### src/rtl/adder_pkg.sv
// Shared definitions for the pipelined-adder result collector.
//   LAT_DEF   : adder register stages from operand capture to valid sum/cout
//   DEPTH_DEF : result FIFO entries (power of two, at least LAT_DEF+1)
//   TAG_W_DEF : operation tag width
//   result_t  : one collected result {tag, cout, sum} at the default tag width
package adder_pkg;

  localparam int LAT_DEF   = 5;
  localparam int DEPTH_DEF = 8;
  localparam int TAG_W_DEF = 4;
  localparam int SUM_W     = 32;

  typedef struct packed {
    logic [TAG_W_DEF-1:0] tag;
    logic                 cout;
    logic [SUM_W-1:0]     sum;
  } result_t;

  localparam int RESULT_W = $bits(result_t);

endpackage

### src/rtl/result_fifo.sv
// Result FIFO with first-word-fall-through behaviour and a registered head.
// Ports:
//   clk, clear_n : clock, synchronous active-low reset (pointers/count only)
//   push, wdata  : write wdata at the tail
//   pop          : drop the head (ignored when empty)
//   rdata        : head entry, valid while empty is low
//   full, empty  : status flags
//   count        : entries stored, 0..DEPTH
module result_fifo
  import adder_pkg::*;
#(
  parameter int DEPTH = DEPTH_DEF,
  parameter int W     = RESULT_W
) (
  input  logic                   clk,
  input  logic                   clear_n,
  input  logic                   push,
  input  logic [W-1:0]           wdata,
  input  logic                   pop,
  output logic [W-1:0]           rdata,
  output logic                   full,
  output logic                   empty,
  output logic [$clog2(DEPTH):0] count
);

  localparam int AW = $clog2(DEPTH);

  logic [W-1:0]  mem [DEPTH];
  logic [AW-1:0] wr_ptr_reg;
  logic [AW-1:0] rd_ptr_reg;
  logic [AW-1:0] rd_ptr_next;
  logic [AW:0]   count_reg;
  logic [W-1:0]  rdata_reg;
  logic          pop_ok;

  assign empty  = (count_reg == '0);
  assign full   = (count_reg == (AW+1)'(DEPTH));
  assign count  = count_reg;
  assign rdata  = rdata_reg;
  assign pop_ok = pop & ~empty;

  // Pointers are AW bits wide, so DEPTH being a power of two gives the wrap.
  assign rd_ptr_next = pop_ok ? rd_ptr_reg + AW'(1) : rd_ptr_reg;

  always_ff @(posedge clk) begin
    if (push) begin
      mem[wr_ptr_reg] <= wdata;
    end
  end

  // Head register: read the entry that will be at the head after this edge.
  // When that entry is the one being written right now, take it from wdata
  // because the array still holds the old contents at that address.
  always_ff @(posedge clk) begin
    if (push && (wr_ptr_reg == rd_ptr_next)) begin
      rdata_reg <= wdata;
    end else begin
      rdata_reg <= mem[rd_ptr_next];
    end
  end

  always_ff @(posedge clk) begin
    if (!clear_n) begin
      wr_ptr_reg <= '0;
      rd_ptr_reg <= '0;
      count_reg  <= '0;
    end else begin
      if (push) begin
        wr_ptr_reg <= wr_ptr_reg + AW'(1);
      end
      rd_ptr_reg <= rd_ptr_next;
      case ({push, pop_ok})
        2'b10:   count_reg <= count_reg + (AW+1)'(1);
        2'b01:   count_reg <= count_reg - (AW+1)'(1);
        default: count_reg <= count_reg;
      endcase
    end
  end

endmodule

### src/rtl/add_result_collector.sv
// Collects results of an external LAT-stage pipelined 32-bit adder into an
// in-order FIFO, handing out issue credits so the FIFO can never overflow.
// Ports:
//   clk, clear_n        : clock, synchronous active-low reset
//   issue_valid/tag     : operation issued to the adder this cycle
//   issue_ok            : credit available; issue only while high
//   sum, cout           : adder outputs, sampled when the tracked op arrives
//   res_valid/ready     : head-of-FIFO handshake
//   res_sum/cout/tag    : head result fields
//   occupancy           : FIFO entries stored
//   err_issue           : sticky, set by an issue attempted without credit
module add_result_collector
  import adder_pkg::*;
#(
  parameter int LAT   = LAT_DEF,
  parameter int DEPTH = DEPTH_DEF,
  parameter int TAG_W = TAG_W_DEF
) (
  input  logic                   clk,
  input  logic                   clear_n,
  input  logic                   issue_valid,
  input  logic [TAG_W-1:0]       issue_tag,
  output logic                   issue_ok,
  input  logic [SUM_W-1:0]       sum,
  input  logic                   cout,
  output logic                   res_valid,
  input  logic                   res_ready,
  output logic [SUM_W-1:0]       res_sum,
  output logic                   res_cout,
  output logic [TAG_W-1:0]       res_tag,
  output logic [$clog2(DEPTH):0] occupancy,
  output logic                   err_issue
);

  localparam int REC_W = TAG_W + 1 + SUM_W;

  logic             issue_accept;
  logic [LAT-1:0]   valid_vec;
  logic             pop;
  logic             push;
  logic             fifo_full;
  logic             fifo_empty;
  logic [REC_W-1:0] fifo_wdata;
  logic [REC_W-1:0] fifo_rdata;
  logic             err_issue_reg;
  int               credit_used;

  assign issue_accept = issue_valid & issue_ok;

  // Valid/tag pipe shadowing the adder's register stages: stage LAT-1 is
  // valid exactly in the cycle the adder presents that op's sum/cout.
  for (genvar gi = 0; gi < LAT; gi++) begin : g_stage
    logic             valid_reg;
    logic [TAG_W-1:0] tag_reg;
    if (gi == 0) begin : g_head
      always_ff @(posedge clk) begin
        if (!clear_n) begin
          valid_reg <= 1'b0;
        end else begin
          valid_reg <= issue_accept;
        end
        tag_reg <= issue_tag;
      end
    end else begin : g_body
      always_ff @(posedge clk) begin
        if (!clear_n) begin
          valid_reg <= 1'b0;
        end else begin
          valid_reg <= g_stage[gi-1].valid_reg;
        end
        tag_reg <= g_stage[gi-1].tag_reg;
      end
    end
    assign valid_vec[gi] = valid_reg;
  end

  assign res_valid = ~fifo_empty;
  assign pop       = res_valid & res_ready;

  // Credits cover every op in the pipe plus every stored result, so a full
  // FIFO with ops still in flight cannot arise; the full term below is a
  // backstop that never blocks a write while the credits are respected.
  assign push       = valid_vec[LAT-1] & (~fifo_full | pop);
  assign fifo_wdata = {g_stage[LAT-1].tag_reg, cout, sum};

  // A pop this cycle frees a slot, so it may back an issue in the same cycle.
  always_comb begin
    credit_used = $countones(valid_vec) + int'(occupancy) - (pop ? 1 : 0);
    issue_ok    = (credit_used < DEPTH);
  end

  always_ff @(posedge clk) begin
    if (!clear_n) begin
      err_issue_reg <= 1'b0;
    end else if (issue_valid && !issue_ok) begin
      err_issue_reg <= 1'b1;
    end
  end

  assign err_issue = err_issue_reg;

  result_fifo #(
    .DEPTH (DEPTH),
    .W     (REC_W)
  ) u_fifo (
    .clk     (clk),
    .clear_n (clear_n),
    .push    (push),
    .wdata   (fifo_wdata),
    .pop     (pop),
    .rdata   (fifo_rdata),
    .full    (fifo_full),
    .empty   (fifo_empty),
    .count   (occupancy)
  );

  assign res_tag  = fifo_rdata[REC_W-1 -: TAG_W];
  assign res_cout = fifo_rdata[SUM_W];
  assign res_sum  = fifo_rdata[SUM_W-1:0];

endmodule

### config.mk
export PLATFORM = sky130hd
export DESIGN_NAME = add_result_collector
export DESIGN_NICKNAME = d
export VERILOG_FILES = /design/src/rtl/adder_pkg.sv /design/src/rtl/result_fifo.sv /design/src/rtl/add_result_collector.sv
export SDC_FILE = /design/constraint.sdc
export NUM_CORES = 1
export LEC_CHECK = 0
export CAP_MARGIN = 20
export CORE_ASPECT_RATIO = 1.2
export CORE_UTILIZATION = 35
export CTS_BUF_LIST = sky130_fd_sc_hd__clkbuf_4 sky130_fd_sc_hd__clkbuf_8
export DETAILED_ROUTE_END_ITERATION = 7
export MAX_ROUTING_LAYER = met4
export SLEW_MARGIN = 5
export SYNTH_ARGS = -nofsm -noshare
export SYNTH_HDL_FRONTEND = slang
export SYNTH_HIERARCHICAL = 1
export SYNTH_SLANG_ARGS = --single-unit
export TNS_END_PERCENT = 10
### constraint.sdc
create_clock -name clk -period 5.8 [get_ports clk]
set_clock_uncertainty 0.05 [all_clocks]
set_input_delay 1.45 -clock clk [delete_from_list [all_inputs] [get_ports clk]]
set_output_delay 1.45 -clock clk [all_outputs]
set_load 0.005 [all_outputs]
**Yosys cells after proc, flatten, opt, wreduce, memory -nomap -nowiden**

Memory sizes are Yosys's and may differ from the RTL's. A register that Yosys moved wholly into a read port is not among the register bits.
Index checks and enable logic that the tools add are counted.
Widths: inputs -> output; s select.

- Memories kept: 1
- Word-level logic and storage cells: 45
- Bits in registers: 36
- Output and inout port bits: 44
- Input bits: 41
- RAM bits: 296

- Equal/unequal tests: 3
- Add/sub/neg operators: 10
- Bitwise operators: 7
- Order comparisons: 1
- Reduce and logical (&&, ||, !) cells: 4
- Muxes and demuxes: 5

Memory list:

| name | words | bits a word | rd ports | clocked after Yosys merged registers in | write ports | line | text |
|---|---|---|---|---|---|---|---|
| u_fifo.mem | 8 | 37 | 1 | 1 | 1 | result_fifo.sv:28 | `logic [W-1:0] mem [DEPTH];` |

Operators with widths:

| operator | number |
|---|---|
| $pmux 4 s2 | 1 |
| $add 3x1->3 const B | 2 |
| $lt 6x5->1 const B | 1 |
| $sub 5x1->6 | 1 |
| $add 4x4->5 | 1 |
| $add 1x1->2 | 2 |
| $add 3x1->4 | 1 |
| $add 4x1->4 const B | 1 |
| $and 1x1->1 | 4 |
| $eq 4x4->1 const B | 1 |
| $logic_not 4->1 | 1 |
| $sub 4x1->4 const B | 1 |
| $add 2x2->3 | 1 |
| $mux 1 | 3 |
| $mux 3 | 1 |
| $eq 2x1->1 const B | 1 |
| $eq 2x2->1 const B | 1 |
| $not 1->1 | 2 |
| $reduce_bool 2->1 | 1 |
| $logic_and 1x1->1 | 1 |
| $logic_not 1->1 | 1 |
| $or 1x1->1 | 1 |

**Logic depth before layout (Yosys ltp)**

- Depth in word-level cells: 8
- Gate-level depth with buffers: 12
- Gate-level depth less buffers: 11

**By module**

The synthesis kept the hierarchy.

By module, submodules not included:

| module | area an instance (um2) | seq. area each (um2) | cells each | instances |
|---|---|---|---|---|
| result_fifo | 11782.6 | 9148.8 | 502 | 1 |
| add_result_collector | 892.1 | 520.5 | 72 | 1 |

**Worst setup path before layout**

OpenSTA, ideal clock, no wires.

- Path kind: input -> output
- Start point: input res_ready
- End point: output issue_ok
- Path buffers: 0
- Cell stages on the path: 10
- Path slack: 0.448 ns
- Data arrival time: 3.852 ns
- Required time: 4.300 ns
- Cell sequence: nor2b_1 -> ha_1 -> fa_1 -> inv_1 -> fa_1 -> ha_1 -> a31o_1 -> a21o_1 -> a311oi_1 -> inv_1

- Longest elaborated chain between the ends: 4

Ends and longest elaborated chain:

| item | line | text |
|---|---|---|
| start, declared | add_result_collector.sv:27 | `input logic res_ready,` |
| $and 1x1->1 | add_result_collector.sv:78 | `assign pop = res_valid & res_ready;` |
| $mux 1 | add_result_collector.sv:88 | `credit_used = $countones(valid_vec) + int'(occupancy) - (pop ? 1 : 0);` |
| $sub 5x1->6 | add_result_collector.sv:88 |  |
| $lt 6x5->1 | add_result_collector.sv:89 | `issue_ok = (credit_used < DEPTH);` |
| end, declared | add_result_collector.sv:23 | `output logic issue_ok,` |

No other way between the ends.

**Worst setup path in the final report**

- Start point: input res_ready
- End point: output issue_ok

- Longest elaborated chain between the ends: 4

Ends and longest elaborated chain:

| item | line | text |
|---|---|---|
| $and 1x1->1 | add_result_collector.sv:78 |  |
| named net pop | add_result_collector.sv:39 | `logic pop;` |
| $mux 1 | add_result_collector.sv:88 |  |
| $sub 5x1->6 | add_result_collector.sv:88 |  |
| $lt 6x5->1 | add_result_collector.sv:89 |  |

The timed path passes the listed nets, and every way through them passes these cells.

==> results_dict.tcl <==
set metrics [dict create \
    area.growth.synth_to_final_pct 19.95 \
    crit_family "adder cells" \
    synth_nets 633 \
    status "complete, no violations" \
    pin_count 85 \
    critPathMaxFanout 2 \
    ctsHoldBuffers 0 \
    syn_area_mm2 0.01267 \
    final_nets 759 \
    total_power_w 0.004605 \
    synth_area_leaders "edfxtp_1 70%, mux4_2 13%, dfxtp_1 6.2%, mux2_2 3.3%, ha_1 1.6%" \
    crit_type "in2out" \
    power_density_mw_per_mm2 302.9 \
    core_area_mm2 0.03575 \
    ir_drop_v 0.0001322 \
    cp_slowest_cell "fa_1" \
    ant_nets 0 \
    synth_seq_cells 335 \
    fillers 3164 \
    cts_max_level 2 \
    stdcell_count 1211 \
    via_count 5827 \
    crit_chain "dlygate4sd2_1 > nor2b_4 > ha_4 > fa_1 > inv_2 > fa_2 > ha_4 > a31o_1 > a21o_1 > a311oi_2 > inv_1 > buf_2" \
    die_h_um 210.5 \
    max_stage_delay_ps 520 \
    tns_ps 0 \
    cp_num_buf_inv 4 \
    wl_um 24600 \
    cts_root_buffer "clkbuf_8" \
    globalRouteOverflowTotal 0 \
    period_share_pct 96.63 \
    cts_resized 13 \
    slew_headroom_pct 53.64 \
    worst_ep_required_time_ps 4300 \
    place_worst_setup_slack_ps -466.5 \
    grt_antenna_before_repair 2 \
    synth_ff_type "edfxtp_1" \
    synth_edf_count 296 \
    synth.yosys.seq_area_share_pct 76.29 \
    setup_viol 0 \
    clock-sinks 335 \
    post_cts_buffers 0 \
    synth_top_area_cell "edfxtp_1" \
    worst_pin_slew_ps 695.4 \
    startpoint_type "input port" \
    slew_violations 0 \
    ys_async_sr_fraction_pct 0 \
    grt_setup_unrepaired "no" \
    setup_slack_ps 195.5 \
    start_util_pct 35.45 \
    die_area_mm2 0.03698 \
    drc_errors 0 \
    syn-instance-count 574 \
    grt_usage_pct 14.01 \
    drt_first_pass_iters 4 \
    hold_viol 0 \
    p_leak_nw 4.787 \
    largest_reg_flops 296 \
    cap_violations 0 \
    die_w_um 175.7 \
    synth.distinct_cells 39 \
    clock_path_buffers 3 \
    dp.cells 1115 \
    grt_pass1_vias 6436 \
    synth_top_area_share_pct 70.13 \
    ys_warn_count 6 \
    clock_latency_ps 580 \
    end_kind "primary output" \
    first_iter_violations 436 \
    stdcell_area_mm2 0.01520 \
    syn_avg_cell_area_um2 22.08 \
    vias_per_cell 4.812 \
    min_period_ps 5605 \
    core.rowCount 76 \
    wl_per_cell_um 20.31 \
    clk_pin_slew_ps 60 \
    place.gp.congestion 0.8277 \
    drive_above_1_share_pct 30.77 \
    worst_path_most_repeated_cell "ha_4" \
    cts_tree "done" \
    grt_pass1_wl_um 37280 \
    grt_max_degree 75 \
    cts_buffers 50 \
    hold_class "reg2reg" \
    fmax_mhz 178.4 \
    place_hpwl_um 13630 \
    port_buffers 84 \
    critPathArrivalTime_ps 4100 \
    place_area_mm2 0.01412 \
]
## area by class of cell
type	count	area (um2)	share of cell area, %
clock inverters	25	177.7	1.169
diodes	2	5.005	0.03292
clock buffers	68	842.1	5.539
inverters	16	60.06	0.3950
repair buffers	97	957.2	6.296
multi-input cells	200	2898	19.06
well taps	468	585.6	3.852
flip-flops and latches	335	9678	63.66
## power breakdown
group / internal (W) / switching (W) / total [W]
clock network: 0.00104 / 0.000864 / 0.00190
registers: 0.00263 / 0.00000552 / 0.00264
logic: 0.0000336 / 0.0000327 / 0.0000663
## metal layers
metal	vias up	global-route usage, %	wire [um]
met5	-	-	0
met3	44	3.860	1390
li1	2611	-	-
met2	126	23.73	12620
met4	0	4.438	480
met1	3046	16.05	10110
## cell usage after synthesis (2+ instances only)
cell      number
and2_1        11
buf_2          8
buf_6          7
clkbuf_1       7
dfxtp_1       39
edfxtp_1     296
fa_1           2
ha_1          16
inv_1         15
mux2_2        37
mux2i_1        3
mux4_2        74
nand2_1        9
nand2b_1       4
nand3b_1       2
nor2_1         6
nor2b_1        5
nor3_1         2
nor4b_1        2
o21ai_0        3
or3_1          2
or3b_2         2
xnor2_1        4
xor2_1         3
## layout by cell type, fill, tap and decap left out, drive strengths merged, types with 2 or more instances in the layout
cell	count
and2	11
bufinv	2
mux2	37
buf	14
nor2	6
fa	2
inv	17
diode	2
clkbuf	68
ha	16
mux4	74
or3b	2
clkdlybuf4s50	82
nor3	2
o21ai	3
clkinv	19
nor4b	2
nand2b	4
nand2	9
edfxtp	296
xnor2	4
clkinvlp	3
nand3b	2
nor2b	5
mux2i	3
dfxtp	39
xor2	3
or3	2
## logic make-up (layout without fill, tap and decap cells)
group                      Yosys count  count (layout)  synth area share, %
adders and majority gates           18              18                1.895
other                                0               2                    0
and+or+nand+nor                     47              47                2.132
AOI/OAI and AO/OA                   14              14               0.8688
DFF                                335             335                76.29
muxes                              114             114                16.67
buffers and inverters               39             206                1.658
xor gates and xnor gates             7               7               0.4837
## worst paths after layout
kind	start	end	slack, ps	cells past startpoint
setup / recovery	res_ready	issue_ok	200	12
hold / removal	g_stage[3].tag_reg[1]	g_stage[4].tag_reg[1]	270	0
setup reg to reg	u_fifo/count[1]	err_issue	2160	12
hold reg to reg	g_stage[3].tag_reg[1]	g_stage[4].tag_reg[1]	270	0
## worst register-to-register path, stage by stage (launching register included)
cell	delay, ps
dfxtp_1	430
nor4_1	550
nor2b_4	100
ha_4	230
fa_1	520
inv_2	50
fa_2	410
ha_4	250
a31o_1	240
a221oi_2	310
a311oi_2	80
buf_4	160
a22o_1	170
## metrics by stage
stage	utilization, %	hold slack (ps)
final	42.52	274.0
after detailed placement	39.48	262.1
after global placement	39.48	260.8
after floorplan	-	259.6
after global routing	42.52	282.6
after CTS	42.45	275.0
No activity file was read; power rests on OpenSTA's default activity.
